--- src/rtl/dcmac_0_axis_pkt_mon_pkg.sv ---
// Shared constants, per-ID framing states and the LBUS segment bundle for the packet monitor.
// The segment bundle is ID-independent; the checker prepends an ID_W-wide id field to form lbus_pkt_t.
package dcmac_0_axis_pkt_mon_pkg;

   localparam int SEG_NUM   = 12;
   localparam int SEG_BYTES = 16;

   typedef enum logic [1:0] {
      HUNT  = 2'd0,
      IDLE  = 2'd1,
      INPKT = 2'd2
   } id_state_e;

   typedef struct packed {
      logic [SEG_NUM-1:0]        ena;
      logic [SEG_NUM-1:0]        sop;
      logic [SEG_NUM-1:0]        eop;
      logic [SEG_NUM-1:0]        err;
      logic [SEG_NUM-1:0][3:0]   mty;
      logic [SEG_NUM-1:0][127:0] dat;
   } lbus_body_t;

   localparam int LBUS_BODY_W = $bits(lbus_body_t);

   // mty only trims the final segment of a packet.
   function automatic logic [4:0] seg_bytes(input logic eop, input logic [3:0] mty);
      return eop ? (5'd16 - {1'b0, mty}) : 5'd16;
   endfunction

endpackage

--- src/rtl/dcmac_0_axis_pkt_mon_seg_cnt_chk.sv ---
// One segment: valid byte count and counter-pattern mismatch against a start offset.
// Purely combinational; no flow control.
module dcmac_0_axis_pkt_mon_seg_cnt_chk
   import dcmac_0_axis_pkt_mon_pkg::*;
(
   input  logic [7:0]   i_start_off,
   input  logic [3:0]   i_mty,
   input  logic         i_eop,
   input  logic [127:0] i_dat,
   output logic [4:0]   o_byte_cnt,
   output logic         o_mis
);

   logic [SEG_BYTES-1:0] byte_bad;

   assign o_byte_cnt = seg_bytes(i_eop, i_mty);

   // Byte 0 sits in the top lane; bytes beyond the valid count are don't-care.
   always_comb begin
      byte_bad = '0;
      for (int j = 0; j < SEG_BYTES; j++) begin
         byte_bad[j] = (j < int'(o_byte_cnt)) &&
                       (i_dat[127-8*j -: 8] != (i_start_off + 8'(j)));
      end
   end

   assign o_mis = |byte_bad;

endmodule

--- src/rtl/dcmac_0_axis_pkt_mon_seg_check.sv ---
// Per-ID framing tracker and statistics counters for the compacted 12-segment LBUS word.
// Two-cycle latency to the counters; always accepts input, no backpressure.
module dcmac_0_axis_pkt_mon_seg_check
   import dcmac_0_axis_pkt_mon_pkg::*;
#(
   parameter  int COUNTER_MODE = 1,
   parameter  int NUM_ID       = 6,
   parameter  int CNT_W        = 48,
   localparam int ID_W         = (NUM_ID == 1) ? 1 : $clog2(NUM_ID)
) (
   input  logic                        clk,
   input  logic                        rst,
   input  logic [ID_W+LBUS_BODY_W-1:0] i_pkt,
   input  logic                        i_clr,
   output logic [CNT_W-1:0]            o_pkt_cnt,
   output logic [CNT_W-1:0]            o_byte_cnt,
   output logic [31:0]                 o_err_pkt_cnt,
   output logic [31:0]                 o_frm_err_cnt,
   output logic [31:0]                 o_dat_err_cnt,
   output logic                        o_frm_err,
   output logic                        o_dat_err
);

   typedef struct packed {
      logic [ID_W-1:0] id;
      lbus_body_t      body;
   } lbus_pkt_t;

   lbus_pkt_t       pkt;
   logic            id_ok;
   logic [ID_W-1:0] id_idx;

   assign pkt    = i_pkt;
   assign id_ok  = int'(pkt.id) < NUM_ID;
   assign id_idx = id_ok ? pkt.id : '0;

   // Per-ID framing state
   id_state_e  st_q  [NUM_ID];
   id_state_e  st_d  [NUM_ID];
   logic [7:0] off_q [NUM_ID];
   logic [7:0] off_d [NUM_ID];
   logic       bad_q [NUM_ID];
   logic       bad_d [NUM_ID];

   // Offset chain only needs byte counts, so it is independent of the framing decision.
   logic [7:0] seg_off [SEG_NUM];
   logic [7:0] off_run;
   logic [7:0] off_end;

   always_comb begin
      off_run = off_q[id_idx];
      for (int k = 0; k < SEG_NUM; k++) begin
         seg_off[k] = pkt.body.sop[k] ? 8'd0 : off_run;
         if (pkt.body.ena[k]) begin
            off_run = seg_off[k] + 8'(seg_bytes(pkt.body.eop[k], pkt.body.mty[k]));
         end
      end
      off_end = off_run;
   end

   logic [4:0]         seg_cnt [SEG_NUM];
   logic [SEG_NUM-1:0] seg_mis;

   for (genvar g = 0; g < SEG_NUM; g++) begin : g_seg
      dcmac_0_axis_pkt_mon_seg_cnt_chk u_chk (
         .i_start_off (seg_off[g]),
         .i_mty       (pkt.body.mty[g]),
         .i_eop       (pkt.body.eop[g]),
         .i_dat       (pkt.body.dat[g]),
         .o_byte_cnt  (seg_cnt[g]),
         .o_mis       (seg_mis[g])
      );
   end

   // Stage 1 per-segment events
   logic [SEG_NUM-1:0] done_d, done_q;
   logic [SEG_NUM-1:0] errp_d, errp_q;
   logic [SEG_NUM-1:0] date_d, date_q;
   logic [SEG_NUM-1:0] frm_d,  frm_q;
   logic [SEG_NUM-1:0] mis_d,  mis_q;
   logic [4:0]         bytes_d [SEG_NUM];
   logic [4:0]         bytes_q [SEG_NUM];

   id_state_e cur_st;
   logic      cur_bad;
   logic      acc;
   logic      mis_k;

   always_comb begin
      st_d    = st_q;
      off_d   = off_q;
      bad_d   = bad_q;
      done_d  = '0;
      errp_d  = '0;
      date_d  = '0;
      frm_d   = '0;
      mis_d   = '0;
      for (int k = 0; k < SEG_NUM; k++) bytes_d[k] = '0;
      cur_st  = st_q[id_idx];
      cur_bad = bad_q[id_idx];
      acc     = 1'b0;
      mis_k   = 1'b0;
      if (id_ok) begin
         for (int k = 0; k < SEG_NUM; k++) begin
            acc   = 1'b0;
            mis_k = (COUNTER_MODE != 0) && seg_mis[k];
            if (pkt.body.ena[k]) begin
               if (pkt.body.sop[k]) begin
                  frm_d[k] = (cur_st == INPKT);
                  acc      = 1'b1;
                  cur_bad  = mis_k;
                  cur_st   = INPKT;
               end else if (cur_st == IDLE) begin
                  frm_d[k] = 1'b1;
               end else if (cur_st == INPKT) begin
                  acc      = 1'b1;
                  cur_bad  = cur_bad | mis_k;
               end
               if (acc) begin
                  bytes_d[k] = seg_cnt[k];
                  mis_d[k]   = mis_k;
                  if (pkt.body.eop[k]) begin
                     done_d[k] = 1'b1;
                     errp_d[k] = pkt.body.err[k];
                     date_d[k] = cur_bad;
                     cur_st    = IDLE;
                  end
               end
            end
         end
         st_d[id_idx]  = cur_st;
         off_d[id_idx] = off_end;
         bad_d[id_idx] = cur_bad;
      end
      // A clear also kills the events of the word presented alongside it.
      if (i_clr) begin
         done_d = '0;
         errp_d = '0;
         date_d = '0;
         frm_d  = '0;
         mis_d  = '0;
         for (int k = 0; k < SEG_NUM; k++) bytes_d[k] = '0;
      end
   end

   // Stage 2 accumulation
   logic [3:0] pkt_sum, errp_sum, date_sum, frm_sum;
   logic [7:0] byte_sum;

   always_comb begin
      pkt_sum  = '0;
      errp_sum = '0;
      date_sum = '0;
      frm_sum  = '0;
      byte_sum = '0;
      for (int k = 0; k < SEG_NUM; k++) begin
         pkt_sum  = pkt_sum  + 4'(done_q[k]);
         errp_sum = errp_sum + 4'(errp_q[k]);
         date_sum = date_sum + 4'(date_q[k]);
         frm_sum  = frm_sum  + 4'(frm_q[k]);
         byte_sum = byte_sum + 8'(bytes_q[k]);
      end
   end

   function automatic logic [CNT_W-1:0] sat_cnt(input logic [CNT_W-1:0] c, input logic [7:0] inc);
      logic [CNT_W:0] s;
      s = {1'b0, c} + (CNT_W+1)'(inc);
      return s[CNT_W] ? '1 : s[CNT_W-1:0];
   endfunction

   function automatic logic [31:0] sat_err(input logic [31:0] c, input logic [3:0] inc);
      logic [32:0] s;
      s = {1'b0, c} + 33'(inc);
      return s[32] ? '1 : s[31:0];
   endfunction

   logic [CNT_W-1:0] pkt_cnt_d,  pkt_cnt_q;
   logic [CNT_W-1:0] byte_cnt_d, byte_cnt_q;
   logic [31:0]      errp_cnt_d, errp_cnt_q;
   logic [31:0]      frm_cnt_d,  frm_cnt_q;
   logic [31:0]      date_cnt_d, date_cnt_q;
   logic             frm_err_d,  frm_err_q;
   logic             dat_err_d,  dat_err_q;

   always_comb begin
      pkt_cnt_d  = sat_cnt(pkt_cnt_q,  8'(pkt_sum));
      byte_cnt_d = sat_cnt(byte_cnt_q, byte_sum);
      errp_cnt_d = sat_err(errp_cnt_q, errp_sum);
      frm_cnt_d  = sat_err(frm_cnt_q,  frm_sum);
      date_cnt_d = sat_err(date_cnt_q, date_sum);
      frm_err_d  = frm_err_q | (|frm_q);
      dat_err_d  = dat_err_q | (|mis_q);
      if (i_clr) begin
         pkt_cnt_d  = '0;
         byte_cnt_d = '0;
         errp_cnt_d = '0;
         frm_cnt_d  = '0;
         date_cnt_d = '0;
         frm_err_d  = 1'b0;
         dat_err_d  = 1'b0;
      end
   end

   always_ff @(posedge clk) begin
      if (rst) begin
         for (int i = 0; i < NUM_ID; i++) begin
            st_q[i]  <= HUNT;
            off_q[i] <= '0;
            bad_q[i] <= 1'b0;
         end
         done_q     <= '0;
         errp_q     <= '0;
         date_q     <= '0;
         frm_q      <= '0;
         mis_q      <= '0;
         for (int k = 0; k < SEG_NUM; k++) bytes_q[k] <= '0;
         pkt_cnt_q  <= '0;
         byte_cnt_q <= '0;
         errp_cnt_q <= '0;
         frm_cnt_q  <= '0;
         date_cnt_q <= '0;
         frm_err_q  <= 1'b0;
         dat_err_q  <= 1'b0;
      end else begin
         st_q       <= st_d;
         off_q      <= off_d;
         bad_q      <= bad_d;
         done_q     <= done_d;
         errp_q     <= errp_d;
         date_q     <= date_d;
         frm_q      <= frm_d;
         mis_q      <= mis_d;
         bytes_q    <= bytes_d;
         pkt_cnt_q  <= pkt_cnt_d;
         byte_cnt_q <= byte_cnt_d;
         errp_cnt_q <= errp_cnt_d;
         frm_cnt_q  <= frm_cnt_d;
         date_cnt_q <= date_cnt_d;
         frm_err_q  <= frm_err_d;
         dat_err_q  <= dat_err_d;
      end
   end

   assign o_pkt_cnt     = pkt_cnt_q;
   assign o_byte_cnt    = byte_cnt_q;
   assign o_err_pkt_cnt = errp_cnt_q;
   assign o_frm_err_cnt = frm_cnt_q;
   assign o_dat_err_cnt = date_cnt_q;
   assign o_frm_err     = frm_err_q;
   assign o_dat_err     = dat_err_q;

endmodule

--- config.mk ---
export PLATFORM = sky130hd
export DESIGN_NAME = dcmac_0_axis_pkt_mon_seg_check
export DESIGN_NICKNAME = d
export VERILOG_FILES = /design/src/rtl/dcmac_0_axis_pkt_mon_pkg.sv /design/src/rtl/dcmac_0_axis_pkt_mon_seg_cnt_chk.sv /design/src/rtl/dcmac_0_axis_pkt_mon_seg_check.sv
export SDC_FILE = /design/constraint.sdc
export NUM_CORES = 2
export LEC_CHECK = 0
export ABC_AREA = 1
export CAP_MARGIN = 0
export CORE_AREA = 3 3 720 722
export DETAILED_ROUTE_END_ITERATION = 8
export DIE_AREA = 0 0 723 725
export MAX_ROUTING_LAYER = met4
export SYNTH_ARGS = -nofsm -noshare
export SYNTH_HDL_FRONTEND = slang
export SYNTH_SLANG_ARGS = --single-unit
--- constraint.sdc ---
create_clock -name clk -period 52.4 [get_ports clk]
set_input_delay 15.72 -clock clk [delete_from_list [all_inputs] [get_ports clk]]
set_output_delay 15.72 -clock clk [all_outputs]
set_load 0.005 [all_outputs]
==> flow_summary.yaml <==
setup_path:
  crit_slowest_cell: "nand2_1"
  crit_fanout: 24
  worstSetupPathType: "in2reg"
  slowest_delay_ns: 0.81
  end_kind: "flip-flop"
  worst_setup_path_start_kind: "input port"
  crit_path_frequent_cell: "nand2_1"
  cp.arrival_ns: 41.84
  reg2reg_slack_ns: 27.48
  crit_required_ns: 52.94
route:
  via_count: 71400
  wl_per_cell_um: 28.2
  drt-pass1-iter-count: 6
  first_iter_violations: 6118
  finalWirelength_mm: 506
  drc: 0
  ant_nets: 0
  vias_per_cell: 3.98
grt:
  grt_antenna_before_repair: 282
  grt_pass1_wl_mm: 650
  grt_start_max_net_pins: 66
  overflow: 0
  grt.total_usage_pct: 18.9
  grt_pass1_vias: 68500
clock_network:
  cts_sinks: 380
  clk_latency_ns: 0.65
  cts_resized: 0
  cts_inserted_buffers: 45
  cts_tree: "built"
  postCtsHoldBufs: 0
  cts_root_buffer: "clkbuf_16"
  htree_levels: 2
  clkTransAtPathRegs_ns: 0.06
  cts_max_path_buffers: 3
  post-cts-setup-buffers: 0
timing:
  finalCritPeriodShare_pct: 78.8
  finalMaxSlewViolations: 0
  rsz0062_at_grt: "false"
  worst_slew_pin_slew_ns: 1.39
  hold_viol: 0
  slew_headroom_pct: 7.22
  whs_ns: 0.513
  setup_viol: 0
  timing.fmax_mhz: 24.2
  clock_skew_ns: 0.0233
  fin_tns_setup_ns: 0
  period_minus_slack_ns: 41.30
flow_run:
  drv_cap: 0
floorplanning:
  ios: 1832
  row_count: 263
  die-area_mm2: 0.524
  die_w_um: 723
  start_util_pct: 11.6
  core_mm2: 0.513
  fp.dieH_um: 725
synthesis:
  synth-edff-count: 0
  syn_nets: 11200
  synth.lib_cells_used.distinct: 89
  ys_ff_latch: 380
  yosysWarnings: 0
  synth_ff_type: "dfxtp_1"
  async_reset_ff_share_pct: 0
  synth_xor_area_share_pct: 26.3
  synth.avg_cell_area_um2: 6.54
  yosysSeqAreaShare_pct: 12.8
  synth_compound_area_share_pct: 15.8
  synth.area.mux_share_pct: 0.134
  synth_top_family_by_area: "XOR/XNOR gates"
  yosys.area_share.simple_pct: 25.8
  synthCells: 9124
  netlist_area_mm2: 0.0596
  synth_fa_ha_area_share_pct: 9.32
layout:
  fin_util_pct: 17.3
  syn_to_final_growth_pct: 49.1
  fin_nets: 12900
  drive_above_1_share_pct: 5.21
outcome:
  outcome: "finished, final reports clean"
placed_design:
  portBuffers: 1831
  place.gp.congestion: 1.01
  dpl.hpwl_mm: 455
pwr:
  p_per_area_mw_per_mm2: 18.1
  p_leak_nw: 35.4
  ir_drop_uv: 21.0
worst_hold_path:
  hp-class: "reg2reg"
## sequential cells by signal, summed over array words and instances (netlist names), 12 cells and up
register,flops
date_q,12
errp_q,12
bytes_q,60
o_frm_err_cnt,32
o_byte_cnt,48
o_pkt_cnt,48
done_q,12
frm_q,12
o_dat_err_cnt,32
st_q,12
o_err_pkt_cnt,32
off_q,48
mis_q,12
## final timing paths
kind / from / endpoint / depth (start not counted)
worst min-delay path: o_byte_cnt[14]$_SDFF_PP0_ / o_byte_cnt[14]$_SDFF_PP0_ / 2
worst max-delay path: i_pkt[1633] / bad_q[2]$_SDFFE_PP0P_ / 95
worst min register to register: o_byte_cnt[14]$_SDFF_PP0_ / o_byte_cnt[14]$_SDFF_PP0_ / 2
worst max register to register: off_q[40]$_SDFFE_PP0P_ / bad_q[2]$_SDFFE_PP0P_ / 92
## metal layers
layer | GRT usage (%) | wire length (um)
met5 | - | 0
met4 | 5.48 | 16500
met3 | 4.42 | 40700
met2 | 30.0 | 231000
met1 | 23.8 | 218000
## report_power, final
group,internal [W],leakage [nW],switching [W]
logic,0.000348,31.5,0.000580
clock network,0.000223,0.831,0.000156
registers,0.000294,3.07,0.00000444
total,0.000865,35.4,0.000740
## synthesized netlist by cell type, drive strengths merged (8+ instances only)
cell type / n / area (um^2)
o41ai: 19 / 166
o21bai: 37 / 282
o21ai: 694 / 3480
nand3: 398 / 2080
mux2i: 8 / 80.1
o2111ai: 50 / 438
dfxtp: 380 / 7610
nor2: 859 / 3330
nor3: 174 / 871
fa: 92 / 1840
buf: 111 / 604
o21a: 14 / 105
nand3b: 25 / 188
a211o: 10 / 87.6
o221ai: 19 / 166
nand4: 129 / 807
xnor2: 687 / 6030
or2: 175 / 1090
nor4: 101 / 632
o211ai: 34 / 255
xor2: 1092 / 9580
clkbuf: 124 / 475
nor4b: 14 / 123
ha: 297 / 3720
a31oi: 51 / 319
a221oi: 10 / 87.6
a211oi: 46 / 345
a22oi: 9 / 77.6
a2111o: 9 / 101
a2111oi: 48 / 420
o31ai: 36 / 270
clkinv: 23 / 86.3
a21oi: 437 / 2240
inv: 1252 / 4700
nand2: 1550 / 6040
and2: 14 / 87.6
o22ai: 31 / 194
## per-stage QoR
| stage | std cells | power [W] | setup WS [ns] | area [um^2] |
|---|---|---|---|---|
| 3_5_place_dp | 17600 | 0.00123 | 10.29 | 86600 |
| 4_1_cts | 17700 | 0.00163 | 10.94 | 88300 |
| 6_report | 17900 | 0.00161 | 11.10 | 88900 |
| 5_1_grt | 17900 | 0.00170 | 9.05 | 88800 |
| 2_1_floorplan | 9124 | 0.000780 | 17.79 | 59600 |
| 3_3_place_gp | 17600 | 0.00123 | 10.68 | 86600 |
## cell usage in the layout (no fill, tap or decap), types with 92 or more instances in the layout
master              n
diode_2           238
o21ai_0           641
nand4_1           129
xor2_1           1085
inv_1            1230
nor2_1            823
fa_1               92
clkdlybuf4s50_1  1831
nand3_1           383
dfxtp_1           380
buf_4             146
or2_2             168
nor3_1            173
xnor2_1           684
ha_1              296
nand2_1          1493
a21oi_1           427
nor4_1             98
## layout make-up
| class | instances | area, um^2 |
|---|---|---|
| Timing Repair Buffer | 1977 | 19400 |
| Fill cell | 58600 | 424000 |
| Clock inverter | 25 | 424 |
| Sequential cell | 380 | 7610 |
| Tap cell | 6757 | 8450 |
| Inverter | 1275 | 4800 |
| Multi-Input combinational cell | 7232 | 46300 |
| Clock buffer | 57 | 1270 |
| Antenna cell | 238 | 596 |
## cell families after synthesis
kind of cell / after synthesis
compound gates: 1598
fa+ha+maj: 389
buf+inv: 1512
mux: 8
flops: 380
simple gates: 3455
xor+xnor: 1782
## critical path, delay by kind of cell
kind	cells	cell delay, ns
simple gates	37	9.37
fa+ha+maj	14	5.86
buf+inv	17	5.27
compound gates	24	4.99
xor+xnor	3	0.49
Power figures use the tool's default switching activity.
